## src/rtl/booth_mac_acc_if.sv

```systemverilog
// ---------------------------------------------------------------------------
// booth_mac_acc_if
// Product-in / result-out handshake bundle between the Booth multiplier,
// the MAC accumulator stage (booth_mac_acc) and the result collector.
//   master : the environment side (drives products, accepts results)
//   slave  : the accumulator side
// ---------------------------------------------------------------------------
interface booth_mac_acc_if #(
    parameter int PROD_W = 32,
    parameter int ACC_W  = 40
);
    // Product stream from the multiplier
    logic                     in_valid;
    logic                     in_ready;
    logic signed [PROD_W-1:0] in_prod;

    // Result stream to the collector
    logic                     out_valid;
    logic                     out_ready;
    logic signed [ACC_W-1:0]  out_sum;
    logic                     out_ovf;

    modport master (
        output in_valid,
        output in_prod,
        input  in_ready,
        input  out_valid,
        input  out_sum,
        input  out_ovf,
        output out_ready
    );

    modport slave (
        input  in_valid,
        input  in_prod,
        output in_ready,
        output out_valid,
        output out_sum,
        output out_ovf,
        input  out_ready
    );
endinterface

```

## src/rtl/booth_mac_acc.sv

```systemverilog
// ---------------------------------------------------------------------------
// booth_mac_acc
// Accumulates LEN consecutive signed products from the Booth multiplier into
// an ACC_W-bit signed accumulator and hands the dot-product result onward.
//
//   ACC  : accept products; the LEN-th accept registers the result -> DONE
//   DONE : hold out_sum/out_ovf with out_valid until out_ready -> ACC
//
// out_ovf is a sticky flag covering every addition of the current sum.
// clr is a synchronous abort with priority over everything else; it also
// blocks in_ready in the same cycle so a presented product is dropped.
//
// Optional build macro: SATURATE_EN
//   undefined : two's-complement wrap modulo 2^ACC_W
//   defined   : an overflowing addition clamps the accumulator to the
//               positive or negative limit matching the addend signs
// ---------------------------------------------------------------------------
module booth_mac_acc #(
    parameter int PROD_W = 32,
    parameter int ACC_W  = 40,
    parameter int LEN    = 16
) (
    input  logic              clk,
    input  logic              rst_n,
    input  logic              clr,
    booth_mac_acc_if.slave    bus,
    output logic              busy
);

    // Counter width; a single-product sum still needs a 1-bit counter
    localparam int CNT_W = (LEN > 1) ? $clog2(LEN) : 1;
    localparam logic [CNT_W-1:0] CNT_LAST = CNT_W'(LEN - 1);
    localparam logic [CNT_W-1:0] CNT_ZERO = {CNT_W{1'b0}};
    localparam logic [CNT_W-1:0] CNT_ONE  = CNT_W'(1);

    // Saturation limits of the accumulator
    localparam logic signed [ACC_W-1:0] ACC_MAX  = {1'b0, {(ACC_W-1){1'b1}}};
    localparam logic signed [ACC_W-1:0] ACC_MIN  = {1'b1, {(ACC_W-1){1'b0}}};
    localparam logic signed [ACC_W-1:0] ACC_ZERO = {ACC_W{1'b0}};

    typedef enum logic [0:0] {
        ST_ACC  = 1'b0,
        ST_DONE = 1'b1
    } state_t;

    // -----------------------------------------------------------------------
    // Arithmetic helpers
    // -----------------------------------------------------------------------

    // Sign-extend a product to the accumulator width
    function automatic logic signed [ACC_W-1:0] sign_extend(
        input logic signed [PROD_W-1:0] p
    );
        return ACC_W'(p);
    endfunction

    // Signed addition overflow: operands agree in sign, result does not
    function automatic logic add_overflow(
        input logic a_msb,
        input logic b_msb,
        input logic s_msb
    );
        return (a_msb == b_msb) && (s_msb != a_msb);
    endfunction

    // -----------------------------------------------------------------------
    // State and datapath registers
    // -----------------------------------------------------------------------
    state_t                  state_r;
    state_t                  state_next_s;
    logic signed [ACC_W-1:0] acc_r;
    logic [CNT_W-1:0]        cnt_r;
    logic                    ovf_r;
    logic signed [ACC_W-1:0] out_sum_r;
    logic                    out_ovf_r;
    logic                    busy_r;

    // Combinational datapath / control
    logic signed [ACC_W-1:0] prod_ext_s;
    logic signed [ACC_W-1:0] raw_sum_s;
    logic signed [ACC_W-1:0] sum_s;
    logic                    ovf_step_s;
    logic                    ovf_total_s;
    logic                    in_ready_s;
    logic                    out_valid_s;
    logic                    accept_s;
    logic                    last_s;
    logic                    consume_s;

    // Handshake qualifiers shared by the FSM and the datapath
    assign accept_s  = bus.in_valid && in_ready_s;
    assign last_s    = (cnt_r == CNT_LAST);
    assign consume_s = (state_r == ST_DONE) && bus.out_ready && !clr;

    // Adder with overflow detection and optional clamping
    always_comb begin
        prod_ext_s  = sign_extend(bus.in_prod);
        raw_sum_s   = acc_r + prod_ext_s;
        ovf_step_s  = add_overflow(acc_r[ACC_W-1], prod_ext_s[ACC_W-1],
                                   raw_sum_s[ACC_W-1]);
        ovf_total_s = ovf_r | ovf_step_s;
        sum_s       = raw_sum_s;
`ifdef SATURATE_EN
        // Both addends share a sign on overflow; clamp toward that sign
        if (ovf_step_s) begin
            sum_s = acc_r[ACC_W-1] ? ACC_MIN : ACC_MAX;
        end else begin
            sum_s = raw_sum_s;
        end
`else
        sum_s = raw_sum_s;
`endif
    end

    // -----------------------------------------------------------------------
    // FSM
    // -----------------------------------------------------------------------

    // State register
    always_ff @(posedge clk or negedge rst_n) begin
        if (!rst_n) begin
            state_r <= ST_ACC;
        end else begin
            state_r <= state_next_s;
        end
    end

    // Next-state logic; clr always returns to ACC
    always_comb begin
        state_next_s = state_r;
        if (clr) begin
            state_next_s = ST_ACC;
        end else begin
            case (state_r)
                ST_ACC: begin
                    if (accept_s && last_s) begin
                        state_next_s = ST_DONE;
                    end else begin
                        state_next_s = ST_ACC;
                    end
                end
                ST_DONE: begin
                    if (bus.out_ready) begin
                        state_next_s = ST_ACC;
                    end else begin
                        state_next_s = ST_DONE;
                    end
                end
                default: begin
                    state_next_s = ST_ACC;
                end
            endcase
        end
    end

    // State-decoded handshake outputs; clr masks in_ready immediately
    always_comb begin
        in_ready_s  = 1'b0;
        out_valid_s = 1'b0;
        case (state_r)
            ST_ACC: begin
                in_ready_s  = !clr;
                out_valid_s = 1'b0;
            end
            ST_DONE: begin
                in_ready_s  = 1'b0;
                out_valid_s = 1'b1;
            end
            default: begin
                in_ready_s  = 1'b0;
                out_valid_s = 1'b0;
            end
        endcase
    end

    // -----------------------------------------------------------------------
    // Datapath
    // -----------------------------------------------------------------------

    // Accumulator, counter, sticky overflow and result registers
    always_ff @(posedge clk or negedge rst_n) begin
        if (!rst_n) begin
            acc_r     <= ACC_ZERO;
            cnt_r     <= CNT_ZERO;
            ovf_r     <= 1'b0;
            out_sum_r <= ACC_ZERO;
            out_ovf_r <= 1'b0;
            busy_r    <= 1'b0;
        end else if (clr) begin
            // Abort: partial sum and any pending result are discarded
            acc_r     <= ACC_ZERO;
            cnt_r     <= CNT_ZERO;
            ovf_r     <= 1'b0;
            out_sum_r <= ACC_ZERO;
            out_ovf_r <= 1'b0;
            busy_r    <= 1'b0;
        end else if (accept_s) begin
            acc_r  <= sum_s;
            ovf_r  <= ovf_total_s;
            busy_r <= 1'b1;
            if (last_s) begin
                cnt_r     <= CNT_ZERO;
                out_sum_r <= sum_s;
                out_ovf_r <= ovf_total_s;
            end else begin
                cnt_r     <= cnt_r + CNT_ONE;
            end
        end else if (consume_s) begin
            // Result taken: start the next sum from zero
            acc_r  <= ACC_ZERO;
            ovf_r  <= 1'b0;
            busy_r <= 1'b0;
        end else begin
            acc_r  <= acc_r;
            ovf_r  <= ovf_r;
            busy_r <= busy_r;
        end
    end

    assign bus.in_ready  = in_ready_s;
    assign bus.out_valid = out_valid_s;
    assign bus.out_sum   = out_sum_r;
    assign bus.out_ovf   = out_ovf_r;
    assign busy          = busy_r;

endmodule

```

## src/flat_wrapper.sv

```systemverilog
// flat-port wrapper written by rule: the top's interface ports become plain ports
module booth_mac_acc_flat 
#(
    parameter int PROD_W = 32,
    parameter int ACC_W  = 40,
    parameter int LEN    = 16
)
  (clk, rst_n, clr, busy, bus_in_valid, bus_in_prod, bus_in_ready, bus_out_valid, bus_out_sum, bus_out_ovf, bus_out_ready);
  booth_mac_acc_if #(.PROD_W(PROD_W), .ACC_W(ACC_W)) bus_i ();
  input  logic clk;
  input  logic rst_n;
  input  logic clr;
  output logic busy;
  input wire logic [$bits(bus_i.in_valid)-1:0] bus_in_valid;
  input wire logic [$bits(bus_i.in_prod)-1:0] bus_in_prod;
  output wire logic [$bits(bus_i.in_ready)-1:0] bus_in_ready;
  output wire logic [$bits(bus_i.out_valid)-1:0] bus_out_valid;
  output wire logic [$bits(bus_i.out_sum)-1:0] bus_out_sum;
  output wire logic [$bits(bus_i.out_ovf)-1:0] bus_out_ovf;
  input wire logic [$bits(bus_i.out_ready)-1:0] bus_out_ready;
  assign bus_i.in_valid = bus_in_valid;
  assign bus_i.in_prod = bus_in_prod;
  assign bus_in_ready = bus_i.in_ready;
  assign bus_out_valid = bus_i.out_valid;
  assign bus_out_sum = bus_i.out_sum;
  assign bus_out_ovf = bus_i.out_ovf;
  assign bus_i.out_ready = bus_out_ready;
  booth_mac_acc #(.PROD_W(PROD_W), .ACC_W(ACC_W), .LEN(LEN)) u_core (.clk(clk), .rst_n(rst_n), .clr(clr), .bus(bus_i), .busy(busy));
endmodule
```

## config.mk

```make
export PLATFORM = sky130hd
export DESIGN_NAME = booth_mac_acc_flat
export DESIGN_NICKNAME = d
export VERILOG_FILES = /design/src/rtl/booth_mac_acc_if.sv /design/src/rtl/booth_mac_acc.sv /design/src/flat_wrapper.sv
export SDC_FILE = /design/constraint.sdc
export NUM_CORES = 1
export LEC_CHECK = 0
export CORE_MARGIN = 5
export CORE_UTILIZATION = 50
export CTS_BUF_LIST = sky130_fd_sc_hd__clkbuf_2 sky130_fd_sc_hd__clkbuf_4 sky130_fd_sc_hd__clkbuf_8
export CTS_CLUSTER_SIZE = 8
export DETAILED_ROUTE_END_ITERATION = 12
export GPL_TIMING_DRIVEN = 0
export HOLD_SLACK_MARGIN = 0.1
export MAX_ROUTING_LAYER = met4
export PLACE_DENSITY_LB_ADDON = 0.12
export SLEW_MARGIN = 0
export SYNTH_ARGS = -nofsm -noshare
export SYNTH_HDL_FRONTEND = slang
export SYNTH_SLANG_ARGS = --single-unit
```

## constraint.sdc

```tcl
create_clock -name clk -period 3.9 [get_ports clk]
set_clock_uncertainty 0.2 [all_clocks]
set_input_delay 0.78 -clock clk [delete_from_list [all_inputs] [get_ports clk]]
set_output_delay 0.78 -clock clk [all_outputs]
set_load 0.02 [all_outputs]
```

==> results of run 1 <==
[flip-flops by register name, summed over array words and instances (netlist names)]
register and count:
u_core.state_r 1, u_core.ovf_r 1, u_core.bus.out_sum 40, u_core.acc_r 40
u_core.busy 1, u_core.bus.out_ovf 1, u_core.cnt_r 4
[area by class of cell]
cell class	instances	area, um^2
fill	1000	4410
multi-input combinational	482	3370
sequential	88	2200
timing repair buffer	81	826
tap	143	179
buffer	36	169
clock buffer	12	153
inverter	11	41.3
clock inverter	3	18.8
[per-stage QoR]
| step | setup TNS, ns | hold slack (ns) | cell area (um^2) |
|---|---|---|---|
| finish | 0 | 0.124 | 6960 |
| global route | 0 | 0.156 | 6960 |
| CTS | 0 | 0.135 | 6930 |
| detailed placement | -5.06 | 0.287 | 6760 |
| global placement | -129.68 | 0.274 | 6730 |
| floorplan | 0 | 0.250 | 5750 |
[worst paths after layout]
path / from / to / cells past startpoint
worst min-delay path: rst_n / u_core.bus.out_sum[18] / 1
worst max register to register: u_core.acc_r[0] / u_core.acc_r[38] / 12
min in group clk: u_core.bus.out_sum[9] / u_core.bus.out_sum[9] / 2
max in group asynchronous: rst_n / u_core.cnt_r[3] / 2
worst min register to register: u_core.bus.out_sum[9] / u_core.bus.out_sum[9] / 2
worst max-delay path: bus_in_prod[0] / u_core.acc_r[38] / 13
[worst reg2reg max path, cell delays in order, from the launching register on]
cell and delay, ns:
dfrtp_1 0.37, ha_1 0.20, inv_1 0.07, fa_1 0.40
nor2b_1 0.21, o2111ai_2 0.18, a21oi_1 0.22, o22ai_2 0.15
o31ai_4 0.29, a31oi_1 0.19, o21ai_1 0.23, xor2_1 0.28
a22o_1 0.19
[Yosys cell counts (2+ instances only)]
cell,count
o21ai_1,6
dfrtp_1,88
o22ai_1,2
o21bai_1,6
xnor2_1,21
inv_1,11
and2_1,3
xor2_1,17
nor3_1,4
buf_4,4
nand2_1,81
a21o_1,36
nor2_1,25
clkbuf_1,22
o2111ai_1,3
o21a_1,7
buf_2,9
a21oi_1,42
nand4_1,12
or2_0,2
a21o_2,2
ha_1,40
nand3_1,7
o21ai_0,28
a211oi_1,4
nand3b_1,27
nand2b_1,6
and4_1,2
a21boi_0,3
a31oi_1,8
nor3b_1,9
and3_1,3
nor2b_1,6
a22o_1,36
a31oi_2,2
or3_1,5
o41ai_2,2
[metal layers]
metal	vias up	routed length [um]	GRT usage
met5	-	0	-
met4	0	408	0.0948
li1	2433	-	-
met2	152	7180	0.381
met3	28	837	0.0339
met1	2468	7700	0.348
[power by group]
group          switching (mW)  total (mW)  internal [mW]  leakage [nW]
Clock                   0.345       0.604          0.260        0.0930
Sequential             0.0512        1.04          0.988          1.20
Combinational           0.616        1.06          0.444          2.09
[kinds of logic after synthesis]
logic type               after synthesis  share of synthesized area
AO/OA/AOI/OAI                        205                      0.255
AND/OR/NAND/NOR                      198                      0.177
flip-flops                            88                      0.383
buffers and inverters                 47                     0.0366
adder cells (fa/ha/maj)               41                     0.0905
XOR/XNOR                              38                     0.0579
[timing repair]
action                                  4_1_cts  5_1_grt
gates resized for setup                       1        6
cloned                                        0        0
pin swaps                                     0        5
hold buffers                                  0        0
endpoints found under the setup margin        4       14
==> summary.md, run 1 <==
| Metric | Value |
|---|---|
| Share of the synthesized area in the top cell type | 0.383 |
| Leakage power | approximately 3.4 nW |
| Peak supply drop | 0.210 mV |
| Tcrit/Tclk final | 0.954 |
| Cell accounting for the most synthesized area | dfrtp_1 |
| TritonCTS clock tree | built |
| Post-Syn Area per Cell | 9.32 um^2 |
| Final WL | 16,100 um |
| EDFF count, synth | 0 |
| Final Worst Setup Slack | 0.180 ns |
| Non-filler cells, final | 856 |
| Vias per inst | 5.94 |
| Final Power | 2.70 mW |
| First-pass GRT wire length | roughly 26,000 um |
| Slew Limit Fails | 0 |
| Netlist cell types | 63 |
| Die area | 13,700 um^2 |
| Util after Layout | 0.612 |
| Yosys Warn Count | 0 |
| Crit path buf inv count | 2 |
| DR WL/cell | 18.8 um |
| Skew-Pair Late Insertion Delay | 0.38 ns |
| IO Port Bufs | 80 |
| CTS root buffer | clkbuf_8 |
| Worst path max stage delay | 0.46 ns |
| Top Family by Delay on Critical Path | compound AO/OA/AOI/OAI gates |
| Crit-path max FO | 3 |
| Area growth syn-to-layout | 21.1% |
| Clk buf depth | 2 |
| First-pass DRT Iterations | 5 |
| DRC Markers | 0 |
| Max frequency | 269 MHz |
| Chip width | 117 um |
| Antenna cell count | 0 |
| Die extent in y | 117 um |
| Layout cell share with drive strength beyond 1 | 0.0687 |
| Reg clk slew, reported paths | 0.09 ns |
| # IOs | 81 |
| Initial cell density of the core | 0.506 |
| Num rows | 39 |
| Core area | approximately 11,000 um^2 |
| Syn Nets | slightly below 700 |
| P per Cell Area | 388 nW/um^2 |
| Vias in the first global route | between 5,000 and 6,000 |
| R2R Setup Slk | 0.67 ns |
| Critical path endpoint category | flip-flop |
| Critical Path Source Type | input pin |
| Commonest non-fill, non-tap cell in the layout | dfrtp_1 |
| DR vias | 5,081 |
| Worst Hold Class | in2async |
| Synthesis-stage register bit count | slightly below 90 |
| RSZ-0062 raised after global routing | no |
| Actual slew at the worst max-slew pin | between 0.9 and 1 ns |
| Iter 0 DRT Violations | 288 |
| Antenna-violating nets left | 0 |
| Run status | complete, no violations |
| Max Cap Viol | 0 |
| Inserted Clock Buffers | 9 |
| Final Critical Period | ~3.7 ns |
| GRT Overall Usage | 0.253 |
| Most used DFF post-synth | dfrtp_1 |
| Largest net degree at the start of global routing | 60 |
| Synth top area cells | dfrtp_1 (38%), ha_1 (8.7%), a22o_1 (5.5%), nand2_1 (5.3%), a21o_1 (4.7%) |
| Final Setup Violations | 0 |
| Cells after synthesis | 617 |
| Post-CTS setup buffer count | 0 |
| Routability cong. | about 0.93 |
| Slew margin rel. | 0.360 |
| Post-DP HPWL | approximately 12,000 um |
| Num Clock Sinks | 88 |
| Pre-CTS WS | -0.453 ns |
| Highest-delay cell along the critical path | clkdlybuf4s50_1 |
| CTS H-tree depth | 3 |
| Final hold vios | 0 |
| Gr ovfl total | 0 |
| Most frequent cells in the layout | dfrtp_1 (88), nand2_1 (81), clkdlybuf4s50_1 (79) |
| Sequential fraction of the synthesis area | 0.383 |
| Cells along the critical path | clkdlybuf4s50_1, ha_1, inv_1, fa_1, nor2b_1, o2111ai_2, a21oi_1, o22ai_2, o31ai_4, a31oi_1, o21ai_1, xor2_1, a22o_1 |
| Initial antenna violation count | 0 |
| Netlist Area Pre-Place | 5750 um^2 |
| Placed cells | approximately 840 |
| CP arrival | 3.83 ns |
| Critical path class | in2reg |
| Critical path required time | 4.01 ns |
| Final net count | ~790 |
| Async S/R FF share, synth | 1.00 |
Power figures use the tool's default switching activity.
==> run 2, diff against run 1 <==
- CAP_MARGIN: unset -> 0
==> results of run 2 <==
No change in the layout: final DEF, timing and power equal those of run 1.
==> run 3, diff against run 2 <==
- GPL_ROUTABILITY_DRIVEN: unset -> 0
==> run 3 against run 2 <==
Compared with the run above: hold slack improved by 0.00094 ns; sequential share of layout area decreased by 0.19 points; sequential cell count unchanged; clock power increased by 12%; cell area increased by 0.61%; largest power group unchanged.
==> summary.md, run 3 (same netlist as run 1, synthesis figures left out) <==
| Metric | Value |
|---|---|
| Chip width | 117 um |
| Top Family by Delay on Critical Path | compound AO/OA/AOI/OAI gates |
| Non-filler cells, final | 857 |
| Antenna cell count | 0 |
| GRT Overall Usage | 0.247 |
| Antenna-violating nets left | 0 |
| Pre-CTS WS | -0.461 ns |
| Die area | 13,700 um^2 |
| Largest net degree at the start of global routing | 60 |
| Worst path max stage delay | 0.48 ns |
| Final Critical Period | 3.74 ns |
| Leakage power | 3.39 nW |
| Iter 0 DRT Violations | 325 |
| Num Clock Sinks | 88 |
| Most frequent cells in the layout | dfrtp_1 (88), nand2_1 (81), clkdlybuf4s50_1 (79) |
| Slew margin rel. | 0.390 |
| Crit-path max FO | 3 |
| Final net count | approximately 800 |
| First-pass DRT Iterations | 5 |
| Area growth syn-to-layout | 21.8% |
| Tcrit/Tclk final | 0.958 |
| Max Cap Viol | 0 |
| Final WL | 15,900 um |
| Inserted Clock Buffers | 9 |
| Peak supply drop | 0.191 mV |
| Initial antenna violation count | 0 |
| CP arrival | 3.86 ns |
| Actual slew at the worst max-slew pin | 0.912 ns |
| Reg clk slew, reported paths | roughly 0.09 ns |
| Number of fill cells | 1,006 |
| Run status | complete, no violations |
| Final Worst Setup Slack | roughly 0.16 ns |
| Sw frac | 0.371 |
| Critical Path Source Type | input pin |
| Reg power frac | 0.374 |
| TritonCTS clock tree | built |
| Vias per inst | between 6 and 7 |
| Worst Hold Class | in2async |
| Highest-delay cell along the critical path | clkdlybuf4s50_1 |
| Core area | between 10,000 and 15,000 um^2 |
| Clk buf depth | 2 |
| Layout cell share with drive strength beyond 1 | 0.0728 |
| DR WL/cell | 18.6 um |
| Sw Pwr | about 1 mW |
| Commonest non-fill, non-tap cell in the layout | dfrtp_1 |
| # IOs | 81 |
| Die extent in y | 117 um |
| Num rows | 39 |
| Critical path required time | 4.02 ns |
| Final hold vios | 0 |
| DR vias | ~5,200 |
| Final Power | 2.78 mW |
| Placed cells | roughly 840 |
| Internal power | 1.75 mW |
| R2R depth | 12 |
| Cells along the critical path | clkdlybuf4s50_1, ha_1, inv_1, fa_1, nor2b_2, o2111ai_2, a21oi_1, o22ai_2, o31ai_4, a31oi_1, o21ai_1, xor2_1, a22o_1 |
| Final Setup Violations | 0 |
| Critical path class | in2reg |
| Critical path endpoint category | flip-flop |
| Clk pwr share | 0.244 |
| Post-CTS setup buffer count | 0 |
| Max frequency | 268 MHz |
| First-pass GRT wire length | 25,700 um |
| CTS root buffer | clkbuf_8 |
| Post-DP HPWL | 11,700 um |
| Combinational share of power | 0.382 |
| Slew Limit Fails | 0 |
| Gr ovfl total | 0 |
| Hold_buf cts | 0 |
| P per Cell Area | about 400 nW/um^2 |
| Vias in the first global route | 5,152 |
| Critical Path Stages | 13 |
| Initial cell density of the core | 0.506 |
| CTS H-tree depth | 3 |
| Skew-Pair Late Insertion Delay | 0.38 ns |
| IO Port Bufs | 80 |
| RSZ-0062 raised after global routing | no |
| DRC Markers | 0 |
| Crit path buf inv count | 2 |
[run 3: cell count changes in the layout (fill, tap and decap cells not counted), sizes merged]
cell / before / now
clkbuf: 34 / 32
clkinvlp: 0 / 2
bufinv: 0 / 1
clkinv: 3 / 2
inv: 11 / 12
[run 3: stage by stage]
| stage | cell area [um^2] | TNS (ns) | utilization | hold WS (ns) |
|---|---|---|---|---|
| after floorplan | 5750 | 0 | - | 0.250 |
| after global placement | 6730 | -131.06 | 0.592 | 0.275 |
| after detailed placement | 6760 | -5.24 | 0.594 | 0.281 |
| after CTS | 6960 | 0 | 0.612 | 0.133 |
| after global routing | 7000 | 0 | 0.616 | 0.161 |
| final | 7000 | 0 | 0.616 | 0.125 |
[run 3: layout make-up]
class	instances	area [um^2]	share of cell area
multi-input combinational	482	3380	0.483
sequential	88	2200	0.314
timing repair buffer	81	826	0.118
tap	143	179	0.0255
buffer	36	169	0.0241
clock buffer	10	138	0.0196
clock inverter	6	67.6	0.00965
inverter	11	41.3	0.00589
[run 3: power by group through the flow]
stage	sequential [mW]	clock, mW	combinational (mW)
3_5_place_dp	1.06	0	1.03
3_3_place_gp	1.05	0	1.01
2_1_floorplan	1.04	0	0.779
6_report	1.04	0.678	1.06
4_1_cts	1.04	0.684	1.04
5_1_grt	1.05	0.723	1.17
[run 3: path summary, 6_finish.rpt]
kind | startpoint | endpoint | slack (ns)
hold reg to reg | u_core.acc_r[9] | u_core.acc_r[9] | 0.30
min in group clk | u_core.acc_r[9] | u_core.acc_r[9] | 0.30
setup reg to reg | u_core.acc_r[0] | u_core.acc_r[38] | 0.66
hold / removal | rst_n | u_core.bus.out_sum[16] | 0.13
setup / recovery | bus_in_prod[0] | u_core.acc_r[38] | 0.16
max in group asynchronous | rst_n | u_core.bus.out_sum[34] | 2.74
[run 3: layer usage]
layer	vias up	routed length (um)	track usage
li1	2446	-	-
met1	2501	7330	0.337
met2	181	7140	0.366
met3	32	1050	0.0406
met4	0	401	0.102
met5	-	0	-
[run 3: repair_timing]
action                     4_1_cts  5_1_grt
resized for setup                1        8
pin swaps                        0        3
cloned                           0        0
setup endpoints to repair        4       14
==> variant 1 (settings of run 3) <==
`ACC_W` is set to 40 in 3 places; all go to 32.
--- a/src/rtl/booth_mac_acc_if.sv
+++ b/src/rtl/booth_mac_acc_if.sv
@@ -7,7 +7,7 @@
 // ---------------------------------------------------------------------------
 interface booth_mac_acc_if #(
     parameter int PROD_W = 32,
-    parameter int ACC_W  = 40
+    parameter int ACC_W  = 32
 );
     // Product stream from the multiplier
     logic                     in_valid;
--- a/src/rtl/booth_mac_acc.sv
+++ b/src/rtl/booth_mac_acc.sv
@@ -17,7 +17,7 @@
 // ---------------------------------------------------------------------------
 module booth_mac_acc #(
     parameter int PROD_W = 32,
-    parameter int ACC_W  = 40,
+    parameter int ACC_W  = 32,
     parameter int LEN    = 16
 ) (
     input  logic              clk,
--- a/src/flat_wrapper.sv
+++ b/src/flat_wrapper.sv
@@ -2,7 +2,7 @@
 module booth_mac_acc_flat 
 #(
     parameter int PROD_W = 32,
-    parameter int ACC_W  = 40,
+    parameter int ACC_W  = 32,
     parameter int LEN    = 16
 )
   (clk, rst_n, clr, busy, bus_in_valid, bus_in_prod, bus_in_ready, bus_out_valid, bus_out_sum, bus_out_ovf, bus_out_ready);
Ports: changed (resized bus_out_sum); port bits go from 81 to 73. No check against the original RTL was run, so the function may have changed too.
==> variant 1 against run 3 <==
Core utilization is 1.8 points higher. Cell count is 21% lower. Synthesized area is 23% lower. Worst setup slack worse by 0.0032 ns. Power is 7.3% lower. Cell area is 21% lower. Sequential cell count is 16 lower. Register-to-register slack worse by 0.03 ns. Routed wire length is 26% lower.
==> variant 1: results (changes against run 3) <==
final cell count without fillers=675 (-21%); global-route wire length before repair=20.0 mm (-22%); compound-gate portion of the synthesized area=26.8% (+1.3 points); GR Util met2=36.5% (-0.060 points); share of synthesized area spent on multiplexers=0.674% (+0.67 points); first-pass iteration count of the detailed router=4 (-1); HPWL after detailed placement=8.79 mm (-25%); endpoint of the worst-slack reg-to-reg timing path=u_core.bus.out_sum[28]; wire length on met3=483 um (-54%); adder and majority gate portion of the synthesized area=9.44% (+0.39 points); largest stage delay on the critical path=0.45 ns (-0.03 ns); slowest stage cell on the critical path=a2111oi_2; clock latency of the later-clocked register in the worst-skew pair=0.35 ns (-0.03 ns); Layout fillers=773 (-23%); Post-Syn Nets=550 (-21%); number of cells traversed by the worst register-to-register path=10 (-2); R2R setup slack=0.63 ns (-0.03 ns); Worst IR Drop VDD=0.214 mV (+12%); number of vias in the routed layout=3892 (-25%); maximum level of the CTS H-tree=3 (unchanged); maximum number of pins on one net before global-route repair=46 (-23%); total of buffers placed on input and output ports=71 (-11%); synth cell count leaders=nand2_1, dfrtp_1, a21oi_1; post-place setup slack=-0.482 ns (-0.0205 ns); nets@finish=633 (-20%); most area-consuming cells after synthesis=dfrtp_1, ha_1, nand2_1; synth warn=0 (unchanged); GRT Resource Usage Total=22.8% (-1.9 points); Post-synth ARST share=100% (unchanged); Yosys cell types=46 (-27%); minimum clock period=3.74 ns (+0.00322 ns); critical path start-end classification=in -> reg; layout cells sized above 1=5.11% (-2.2 points); CP arrival=3.76 ns (-0.10 ns); Leak=0.00257 uW (-24%); First DRT Iteration DRCs=125 (-62%); fraction of the yosys area taken by sequential cells=40.4% (+2.2 points); vias in the first global route=4046 (-21%); result of the run=completed; type of the tightest min-delay check=in -> async; clock-pin slew on the worst setup and hold paths=0.08 ns; GRT met3 Usage=4.59% (+0.53 points); worst-path maximum fanout=4 (+1); worst slew pin tran=0.792 ns (-0.119 ns); Antenna Cells=0 (unchanged); met2 routed wirelength=5.77 mm (-19%); number of max-slew violations in the final report=0 (unchanged); global-route met1 utilization=29.7% (-4.0 points); Placed Cells incl. Taps=660 (-22%); buffer depth of the longest clock path=2 (unchanged); Primary FF master, synth=dfrtp_1; total cell area at the placement stage=5330 um^2 (-21%); number of flops mapped to enable cells by yosys=0 (unchanged); xor and xnor area share after synthesis=6.24% (+0.45 points); post-synthesis average cell area=9.28 um^2 (-0.43%); Metal-1 WL=5.34 mm (-27%); uppermost signal routing layer after detailed routing=met4; total clock buffers created by CTS=9 (unchanged); routed wire length=11.8 mm (-26%)
-- variant 1: cell count changes after synthesis, sizes merged, moves of 7 or more --
cell,delta
o21ai,+14
ha,-8
dfrtp,-16
nor3b,-7
a22o,-10
xor2,-9
buf,-12
a21o,-11
nand3b,-25
-- variant 1: cell type report --
class / count / area [um^2] / share of cell area (%)
tap: 108 / 135 / 2.44
multi-input combinational: 376 / 2550 / 46.1
timing repair buffer: 72 / 736 / 13.3
sequential: 72 / 1800 / 32.6
clock inverter: 4 / 45.0 / 0.814
inverter: 5 / 18.8 / 0.339
buffer: 27 / 101 / 1.83
clock buffer: 11 / 145 / 2.62
-- variant 1: power breakdown --
group	switching [uW]	leakage, uW	internal (uW)
clock	291	0.000102	314
sequential	56.7	0.000977	831
combinational	629	0.00149	456
-- variant 1: worst min path at each step --
stage,to,slack [ns],cells past startpoint
2_1_floorplan,u_core.ovf_r,0.26,2
3_3_place_gp,u_core.busy,0.26,2
3_5_place_dp,u_core.busy,0.26,2
4_1_cts,u_core.acc_r[15],0.16,1
5_1_grt,u_core.acc_r[15],0.17,1
6_report,u_core.acc_r[15],0.14,1
-- variant 1: per-stage QoR --
step	TNS, ns	hold WS [ns]
3_3_place_gp	-53.66	0.265
2_1_floorplan	0	0.256
3_5_place_dp	-1.65	0.263
4_1_cts	0	0.157
6_report	0	0.142
5_1_grt	-0.00341	0.169
-- variant 1: repair_timing --
action / CTS / global route
hold buffers: 0 / 0
buffers inserted: 0 / 0
pin swaps: 0 / 1
endpoints found under the setup margin: 2 / 2
resized for setup: 2 / 2
==> variant 2 (settings of run 3) <==
Made on the original files. Reset style: synchronous (`rst_n`), changed in 2 clocked blocks.
--- a/src/rtl/booth_mac_acc.sv
+++ b/src/rtl/booth_mac_acc.sv
@@ -117,7 +117,7 @@
     // -----------------------------------------------------------------------
 
     // State register
-    always_ff @(posedge clk or negedge rst_n) begin
+    always_ff @(posedge clk) begin
         if (!rst_n) begin
             state_r <= ST_ACC;
         end else begin
@@ -178,7 +178,7 @@
     // -----------------------------------------------------------------------
 
     // Accumulator, counter, sticky overflow and result registers
-    always_ff @(posedge clk or negedge rst_n) begin
+    always_ff @(posedge clk) begin
         if (!rst_n) begin
             acc_r     <= ACC_ZERO;
             cnt_r     <= CNT_ZERO;
Behaviour: differs if rst_n is asserted again (counterexample within 4 cycles, from zero or initial values and one cycle with rst_n low); with rst_n held inactive, the same outputs for 10 cycles.
==> variant 2 against run 3 <==
First-iteration DRC count is 15% lower. Sequential cell count stayed put. Worst setup slack better by 0.026 ns. Die area is 9.6% lower. Synthesized area is 10% lower. Global-route usage is 2.8 points lower. Critical path depth is 1 lower. Routed wire length is 19% lower. Critical endpoint is now u_core.bus.out_sum[38]. Register-to-register slack better by 0.03 ns. Cell area is 9.7% lower.
Power is not compared: it rests on default switching activity, and its combinational part moved more than twofold at a synthesized area within 25%.
==> variant 2: results (changes against run 3) <==
Hold Startpoint=u_core.bus.out_sum[39]; worst flop-to-flop path startpoint=u_core.acc_r[0]; Layout fillers=894 (-11%); HPWL after detailed placement=9.87 mm (-16%); global-route met1 utilization=26.5% (-7.2 points); Avg Vias per Cell=5.72 (-5.0%); number of cells traversed by the worst register-to-register path=11 (-1); worst max-slew margin expressed relative to the limit=47.7% (+8.7 points); final cell count without fillers=815 (-4.9%); GRT Resource Usage Total=21.9% (-2.8 points); post-place setup slack=-0.345 ns (+0.117 ns); vias in the first global route=4680 (-9.2%); layout cells sized above 1=5.60% (-1.7 points); fraction of the yosys area taken by sequential cells=34.2% (-4.1 points); nets@finish=752 (-4.4%); type of the tightest min-delay check=reg -> reg; synth cell count leaders=dfxtp_1, a22o_1, nand2_1; result of the run=completed; Post-DRT Antenna Nets=0 (unchanged); routed length per instance=15.9 um (-14%); GRT met3 Usage=5.98% (+1.9 points); Yosys cell types=61 (-3.2%); Post-synth ARST share=0% (-100 points); global-route wire length before repair=22.2 mm (-14%); Placed Cells incl. Taps=799 (-5.0%); maximum number of pins on one net before global-route repair=15 (-75%); R2R setup slack=0.69 ns (+0.03 ns); total cell area at the placement stage=6120 um^2 (-9.4%); endpoint of the worst-slack reg-to-reg timing path=u_core.bus.out_sum[38]; Fin Hold WS=0.252 ns (+0.127 ns); GR Util met2=36.3% (-0.23 points); Primary FF master, synth=dfxtp_1
==> variant 2: cells by family (layout without fill, tap and decap cells) <==
family	after synthesis	in the layout	synth area share, %
compound gates	207	207	30.1
simple gates	158	158	14.5
buf+inv	45	141	3.55
xor+xnor	42	42	7.15
mux	2	2	0.389
fa+ha+maj	41	41	10.1
flops	88	88	34.2
==> variant 2: worst max path at each step <==
| stage | to | slack (ns) | depth (start not counted) |
|---|---|---|---|
| after global placement | u_core.bus.out_sum[38] | -0.32 | 12 |
| after global routing | u_core.bus.out_sum[36] | -0.02 | 12 |
| after CTS | u_core.bus.out_sum[38] | 0.05 | 12 |
| after detailed placement | u_core.bus.out_sum[38] | -0.34 | 12 |
| after floorplan | u_core.bus.out_sum[20] | 0.58 | 11 |
| final | u_core.bus.out_sum[38] | 0.19 | 12 |
==> variant 2: power by group <==
group	internal (uW)	leakage, uW	switching [uW]	total, uW
Clock	320	0.000103	337	656
Sequential	910	0.000711	7.43	917
Combinational	130	0.00181	184	314
Total	1360	0.00262	528	1890
==> variant 2: cell type report <==
type	count	area, um^2	share of cell area (%)
buffer	32	134	2.12
multi-input combinational	450	3210	50.7
clock buffer	11	145	2.29
inverter	13	48.8	0.771
timing repair buffer	80	803	12.7
sequential	88	1760	27.8
tap	136	170	2.69
clock inverter	5	56.3	0.890
==> variant 2: timing repair <==
| item | 4_1_cts | 5_1_grt |
|---|---|---|
| resized for setup | 0 | 2 |
| setup buffers | 0 | 0 |
| setup endpoints to repair | 0 | 7 |
==> variant 2: metal layers <==
layer / share of wire (%) / vias to the layer above
li1: - / 2344
met1: 44 / 2183
met2: 49 / 114
met3: 4.9 / 23
met4: 1.6 / 0
met5: 0 / -
==> variant 2: tightest hold or removal path: stages, from the launching register on <==
cell,delay (ns)
dfxtp_1,0.32
nand2_1,0.05
o21ai_1,0.05
